===== config.mk =====
export PLATFORM = sky130hd
export DESIGN_NAME = div_result_reconstructor
export DESIGN_NICKNAME = d
export VERILOG_FILES = /design/src/rtl/div_result_reconstructor.sv
export SDC_FILE = /design/constraint.sdc
export NUM_CORES = 1
export LEC_CHECK = 0
export ABC_AREA = 1
export ABC_CLOCK_PERIOD_IN_PS = 4200
export CAP_MARGIN = 10
export CORE_MARGIN = 3
export CORE_UTILIZATION = 44
export CTS_CLUSTER_DIAMETER = 100
export DETAILED_ROUTE_END_ITERATION = 8
export DONT_BUFFER_PORTS = 1
export HOLD_SLACK_MARGIN = 0.03
export PLACE_DENSITY = 0.69
export SYNTH_ARGS = -nofsm -noshare
export SYNTH_HDL_FRONTEND = slang
export SYNTH_SLANG_ARGS = --single-unit

===== constraint.sdc =====
create_clock -name clk -period 4.2 [get_ports clk]
set_input_delay 0.84 -clock clk [delete_from_list [all_inputs] [get_ports clk]]
set_output_delay 0.84 -clock clk [all_outputs]
set_load 0.01 [all_outputs]

===== src/rtl/div_result_reconstructor.sv =====
// div_result_reconstructor: rebuilds n_rec = q*d + r with a serial
// shift-and-add multiplier. It reports the signed error against the
// original dividend and keeps saturating absolute-error statistics.
module div_result_reconstructor #(
  parameter int unsigned W     = 8,
  parameter int unsigned ACC_W = 32,
  parameter int unsigned CNT_W = 16
) (
  input  logic               clk,
  input  logic               rst_n,
  input  logic               in_valid,
  output logic               in_ready,
  input  logic [W-1:0]       q,
  input  logic [W-1:0]       d,
  input  logic [W-1:0]       r,
  input  logic [2*W-1:0]     n_ref,
  output logic               out_valid,
  input  logic               out_ready,
  output logic [2*W-1:0]     n_rec,
  output logic [2*W:0]       err,
  output logic               exact,
  input  logic               acc_clr,
  output logic [ACC_W-1:0]   abs_err_sum,
  output logic [CNT_W-1:0]   sample_cnt
);

  localparam int unsigned IDXW = (W > 1) ? $clog2(W) : 1;
  // The sum is kept wide enough for either operand, plus a carry bit.
  localparam int unsigned SW   = ((ACC_W > 2*W) ? ACC_W : 2*W) + 1;
  localparam logic [SW-1:0] ACC_MAX = SW'({ACC_W{1'b1}});

  typedef enum logic [1:0] {IDLE, MUL, ADDR, DONE} state_t;

  state_t            state, state_nxt;
  logic [W-1:0]      q_lat, d_lat, r_lat;
  logic [2*W-1:0]    nref_lat;
  logic [2*W-1:0]    pp;
  logic [IDXW-1:0]   idx;

  logic              accept, fire, idx_last;
  logic [2*W-1:0]    pp_add;
  logic [2*W-1:0]    n_rec_nxt;
  logic [2*W:0]      err_nxt;
  logic [2*W-1:0]    abs_err;
  logic [SW-1:0]     sum_w;

  // Handshake qualifiers and datapath arithmetic
  always_comb begin
    in_ready  = (state == IDLE);
    out_valid = (state == DONE);
    accept    = in_valid & in_ready;
    fire      = out_valid & out_ready;
    idx_last  = (idx == IDXW'(W-1));
    pp_add    = q_lat[idx] ? (pp + ({{W{1'b0}}, d_lat} << idx)) : pp;
    n_rec_nxt = pp + {{W{1'b0}}, r_lat};
    err_nxt   = {1'b0, nref_lat} - {1'b0, n_rec_nxt};
    abs_err   = err[2*W] ? ((~err[2*W-1:0]) + 1'b1) : err[2*W-1:0];
    sum_w     = SW'(abs_err_sum) + SW'(abs_err);
  end

  // Next-state logic
  always_comb begin
    state_nxt = state;
    case (state)
      IDLE: if (accept)   state_nxt = MUL;
      MUL:  if (idx_last) state_nxt = ADDR;
      ADDR:               state_nxt = DONE;
      DONE: if (fire)     state_nxt = IDLE;
      default:            state_nxt = IDLE;
    endcase
  end

  // State register
  always_ff @(posedge clk or negedge rst_n) begin
    if (!rst_n) state <= IDLE;
    else        state <= state_nxt;
  end

  // Operand capture, serial multiply and result registers
  always_ff @(posedge clk or negedge rst_n) begin
    if (!rst_n) begin
      q_lat    <= '0;
      d_lat    <= '0;
      r_lat    <= '0;
      nref_lat <= '0;
      pp       <= '0;
      idx      <= '0;
      n_rec    <= '0;
      err      <= '0;
      exact    <= 1'b0;
    end else begin
      case (state)
        IDLE: if (accept) begin
          q_lat    <= q;
          d_lat    <= d;
          r_lat    <= r;
          nref_lat <= n_ref;
          pp       <= '0;
          idx      <= '0;
        end
        MUL: begin
          pp  <= pp_add;
          idx <= idx + 1'b1;
        end
        ADDR: begin
          n_rec <= n_rec_nxt;
          err   <= err_nxt;
          exact <= (err_nxt == '0);
        end
        default: ;
      endcase
    end
  end

  // Saturating statistics; a clear takes priority over a coincident handshake
  always_ff @(posedge clk or negedge rst_n) begin
    if (!rst_n) begin
      abs_err_sum <= '0;
      sample_cnt  <= '0;
    end else if (acc_clr) begin
      abs_err_sum <= '0;
      sample_cnt  <= '0;
    end else if (fire) begin
      abs_err_sum <= (sum_w > ACC_MAX) ? '1 : sum_w[ACC_W-1:0];
      if (sample_cnt != '1) sample_cnt <= sample_cnt + 1'b1;
    end
  end

endmodule


After elaboration in Yosys (flattened, before gate mapping)
Index checks and enable logic that the tools add are counted.

storage, ports and cells
  register bits after elaboration = 143
  latch bits = 0
  memory bits (writable) = 0
  memory bits (read-only) = 0
  output and inout bits = 84
  logic and storage cells = 62
  memories kept = 0

cells by class
  add/subtract/negate cells = 7
  $mul = 0
  divide/modulo/power cells = 0
  $lt $le $gt $ge = 2
  eq/ne operators = 9
  shift operators = 1
  mux-type cells = 18
  bitwise logic cells = 3
  reduce and logical (&&, ||, !) cells = 10

operators by type and width
  operator               number
  $mux 16                6
  $mux 32                3
  $add 32x16->33         1
  $gt 33x32->1 const B   1
  $add 16x1->16 const B  2
  $pmux 16 s2            1
  $logic_not 17->1       1
  $sub 16x16->17         1
  $add 16x16->16         1
  $add 16x8->16          1
  $ne 16x16->1 const B   1
  $not 16->16            1
  $shl 8x3->16           1
  $pmux 2 s4             1
  $mux 2                 3
  $pmux 3 s2             1
  $reduce_and 2->1       3
  $reduce_and 3->1       2
  $reduce_bool 2->1      3
  $eq 2x2->1 const B     2
  $lt 3x4->1 const B     1
  $ne 2x1->1 const B     2
  $ne 2x2->1 const B     2
  $add 3x1->3 const B    1
  other kinds (7)        8

Depth between registers and ports, before layout
  word-level depth = 8
  gate-level depth with buffers = 24

Least setup slack after synthesis
No wires, ideal clock.

  path kind = register to register
  from = reg pp[0]
  to = reg exact
  setup time = 66 ps
  arrival time = 2869 ps
  setup slack = 1266 ps
  cell stages (with the launch flop) = 24
  buffers on the path = 0
  clock period less this slack = 2934 ps
  path through = dfrtp_1 ha_1 inv_1 fa_1 o21ai_2 a21oi_1 o21ai_0 nand3_1 nand3_1 nand2_1 ha_1 nand2_1 inv_1 nand2_1 nand2_1 a21oi_1 nand2_1 nand2_1 nand2_1 nor2_1 nand2_1 nor2_1 nand4_1 nand2_1

between the ends
  word-level cells in the longest chain between the ends = 3

RTL lines
  item                    line  source
  from (decl)             37    logic [2*W-1:0] pp;
  from (signal assigned)  102   pp <= pp_add;
  $add 16x8->16           55    n_rec_nxt = pp + {{W{1'b0}}, r_lat};
  $sub 16x16->17          56    err_nxt = {1'b0, nref_lat} - {1'b0, n_rec_nxt};
  $logic_not 17->1        108   exact <= (err_nxt == '0);
  to (signal assigned)    108
  to (decl)               21    output logic exact,

Every way passes these cells.
A chain may end at the register's enable or synchronous reset.

Worst setup path in the final report
  from = reg err[2]
  to = reg abs_err_sum[14]

between the ends
  word-level cells in the longest chain between the ends = 8

RTL lines
  item                    line  source
  from (decl)             20    output logic [2*W:0] err,
  from (signal assigned)  107   err <= err_nxt;
  $not 16->16             57    abs_err = err[2*W] ? ((~err[2*W-1:0]) + 1'b1) : err[2*W-1:0];
  $add 16x1->16           57
  $mux 16 *               57
  $add 32x16->33 *        58    sum_w = SW'(abs_err_sum) + SW'(abs_err);
  $gt 33x32->1            124   abs_err_sum <= (sum_w > ACC_MAX) ? '1 : sum_w[ACC_W-1:0];
  $mux 32 *               124
  $mux 32 *               123   end else if (fire) begin
  $mux 32 *               120   end else if (acc_clr) begin
  to (signal assigned)    124
  to (decl)               23    output logic [ACC_W-1:0] abs_err_sum,

Mark *: on every way between the ends. The rest lies on a longest branch, timed or not. The select of a mux whose other input is x is not followed.

==> impl_metrics.ini <==
[die]
ioPinCount = 129
start_util_pct = 45.0
die_w_um = 159
dieArea_sq_mm = 0.0251
die_h_um = 159
rows = 55
coreArea_sq_mm = 0.0228

[place]
placed_area_sq_mm = 0.0105
dp.cells = 1658
place_congestion = 0.923
dpl.hpwl_um = 20400
portBuffers = 0

[clock_tree]
cts.sinks = 143
cts_tree = yes
htree_levels = 4
cts_hold_buffers = 0
cts-root-buf = clkbuf_16
clk_pin_slew_worst_paths_ps = 70
post-cts-setup-buffers = 0
cts_resized = 0
clkLatencyLatePin_ps = 430
numCtsBuffers = 17
clock_path_buffers = 2

[power_and_ir_drop]
p_leak_nw = 5.58
vdd_drop_max_uv = 395
pwr_density_cell_mw_per_mm2 = 908

[timing]
worst_pin_slew_ps = 780
finalClockSkew_ps = 13.3
fin_setup_tns_ps = 0
fin_crit_ps = 3630
setup_viol = 0
finalCritPeriodShare_pct = 86.5
rsz0062_at_grt = no
hold-worst-slack_ps = 104
drv_slew = 0
relSlewSlack_pct = 48.0
fmax_ghz = 0.275
finalHoldViolCount = 0

[synthesis]
syn_area_per_cell_sq_um = 7.46
synth_most_common_cell = nand2_1
synth_top_area_share_pct = 34.9
synth_edf_count = 0
synth_commonest_cells = 415 x nand2_1, 156 x inv_1, 143 x dfrtp_1
synth_cell_type_count = 48
yosysWarnings = 0
async_reset_ff_share_pct = 100
syn-instance-count = 1373
synth_area_sq_mm = 0.0102
yosysSeqAreaShare_pct = 34.9
synth_area_leader_cell = dfrtp_1
synthTopCellsByArea = dfrtp_1 35%, nand2_1 15%, ha_1 8.3%
synth_ff_type = dfrtp_1
ys_ff_latch = 143
synth_nets = 1490

[setup_path]
critPathSlowestCell = dfrtp_1
end_kind = flop
path_cells = inv_1 -> nand3_1 -> nor2_1 -> nand4_1 -> nor2_1 -> nand3_1 -> nor3_1 -> nand3_1 -> nand3b_1 -> nand2_1 -> ha_1 -> nand2_1 -> o21ai_0 -> a21oi_2 -> nand2_4 -> nand4_4 -> o21ai_1 -> nand2_1 -> nand2_1
worstSetupStartpointType = flop
slowest_delay_ps = 470
crit_family = simple AND/OR/NAND/NOR gates
crit_fanout = 31
crit_type = reg -> reg
cp_data_required_time_ps = 4560
cp.arrival_ps = 3990
path_buf_inv = 1
crit_top_cell = nand2_1

[global_routing]
grt_max_degree = 144
grt_antenna_before_repair = 2
grt_overflow = 0
grt_pass1_vias = 8474
grt_pass1_wl_um = 43400
track_usage_pct = 21.4

[finish]
areaGrowthSynthToFinish_pct = 8.73
layout.nets = 1482
fin_cells = 1693
post-route-util_pct = 48.9
drive_above_1_share_pct = 8.27
fin_area_sq_mm = 0.0111

[drt]
routed_wl_um = 26400
drc = 0
wl_per_cell_um = 15.6
via_per_inst = 5.24
firstDrtPassIters = 5
drtIter0Drc = 551
antenna_left = 0
via_count = 8878

[run]
drv_cap = 0

[outcome]
run_status = finished, final reports clean

[min_path]
worstHoldPathType = in -> async
## cells by family (layout without fill, tap and decap cells)
group | count (synthesis) | in the layout | synth area share, %
AOI/OAI and AO/OA | 213 | 213 | 12.1
xor gates and xnor gates | 51 | 51 | 4.36
adders and majority gates | 72 | 72 | 9.09
buffers and inverters | 191 | 196 | 7.38
DFF | 143 | 143 | 34.9
muxes | 39 | 39 | 4.23
other | 0 | 2 | 0
and+or+nand+nor | 664 | 664 | 27.9
## per-layer routing
layer	GRT usage, %	vias to the layer above	wire, um
met3	6.33	24	1880
met5	0	-	11
met4	5.53	2	312
li1	-	4518	-
met2	34.6	210	12300
met1	28.2	4124	11900
## flip-flops by register name, summed over array words and instances (netlist names)
register,count
sample_cnt,16
d_lat,8
q_lat,8
abs_err_sum,32
pp,16
exact,1
n_rec,16
idx,3
err,17
state,2
nref_lat,16
r_lat,8
## cells in the final DEF (no fill, tap or decap), types with 5 or more instances in the layout
cell       count
o21ai_2        8
nor3_1        26
xor2_1        34
mux2i_1        5
clkbuf_16     17
a22o_1        10
o21ai_1       10
ha_1          68
o22ai_1        5
a21oi_1       62
o31ai_1        6
o21ai_0       83
xnor2_1       17
nor4_1         6
dfrtp_1      143
nand4_1       19
nand3_2        9
or2_2          8
inv_6          5
nand3_1       66
mux2_2        34
a31oi_1        6
nor2_1        91
nand2_2        6
nand3b_1       7
inv_1        156
nand2_1      414
## final timing paths
check                               from              end  slack, ps  depth (start not counted)
worst max-delay path              err[2]  abs_err_sum[14]        570                         19
worst min register to register  q_lat[1]         q_lat[1]        510                          1
worst max register to register    err[2]  abs_err_sum[14]        570                         19
min in group clk                 acc_clr   sample_cnt[12]        480                          1
worst min-delay path               rst_n   sample_cnt[13]        100                          0
max in group asynchronous          rst_n  abs_err_sum[15]       3940                          0
## through the flow
stage                     total power, mW  worst slack (ps)
final                                10.1               565
after global routing                 11.2              4.49
after CTS                            10.1               586
after detailed placement             8.49               638
after global placement               8.36               727
after floorplan                      7.05              1270
## report_power, final
| part | total (mW) | switching [mW] | internal [mW] |
|---|---|---|---|
| Sequential | 2.41 | 0.571 | 1.84 |
| Combinational | 6.14 | 3.86 | 2.28 |
| Clock | 1.56 | 0.657 | 0.905 |
## layout make-up
class                   instances  area (sq um)
multi-input cells            1039          5910
flip-flops and latches        143          3580
clock buffers                  19           443
well taps                     313           392
diodes                          2          5.00
inverters                     159           597
repair buffers                  5          57.6
clock inverters                13           151
fillers                      2212         11600
## worst register-to-register path, cell delays in order, from the launching register on
cell and delay [ps]:
dfrtp_1 470, inv_1 110, nand3_1 100, nor2_1 150, nand4_1 140, nor2_1 160
nand3_1 110, nor3_1 200, nand3_1 130, nand3b_1 100, nand2_1 60, ha_1 350
nand2_1 180, o21ai_0 260, a21oi_2 80, nand2_4 110, nand4_4 450, o21ai_1 280
nand2_1 70, nand2_1 60
(Power assumes the default switching activity.)
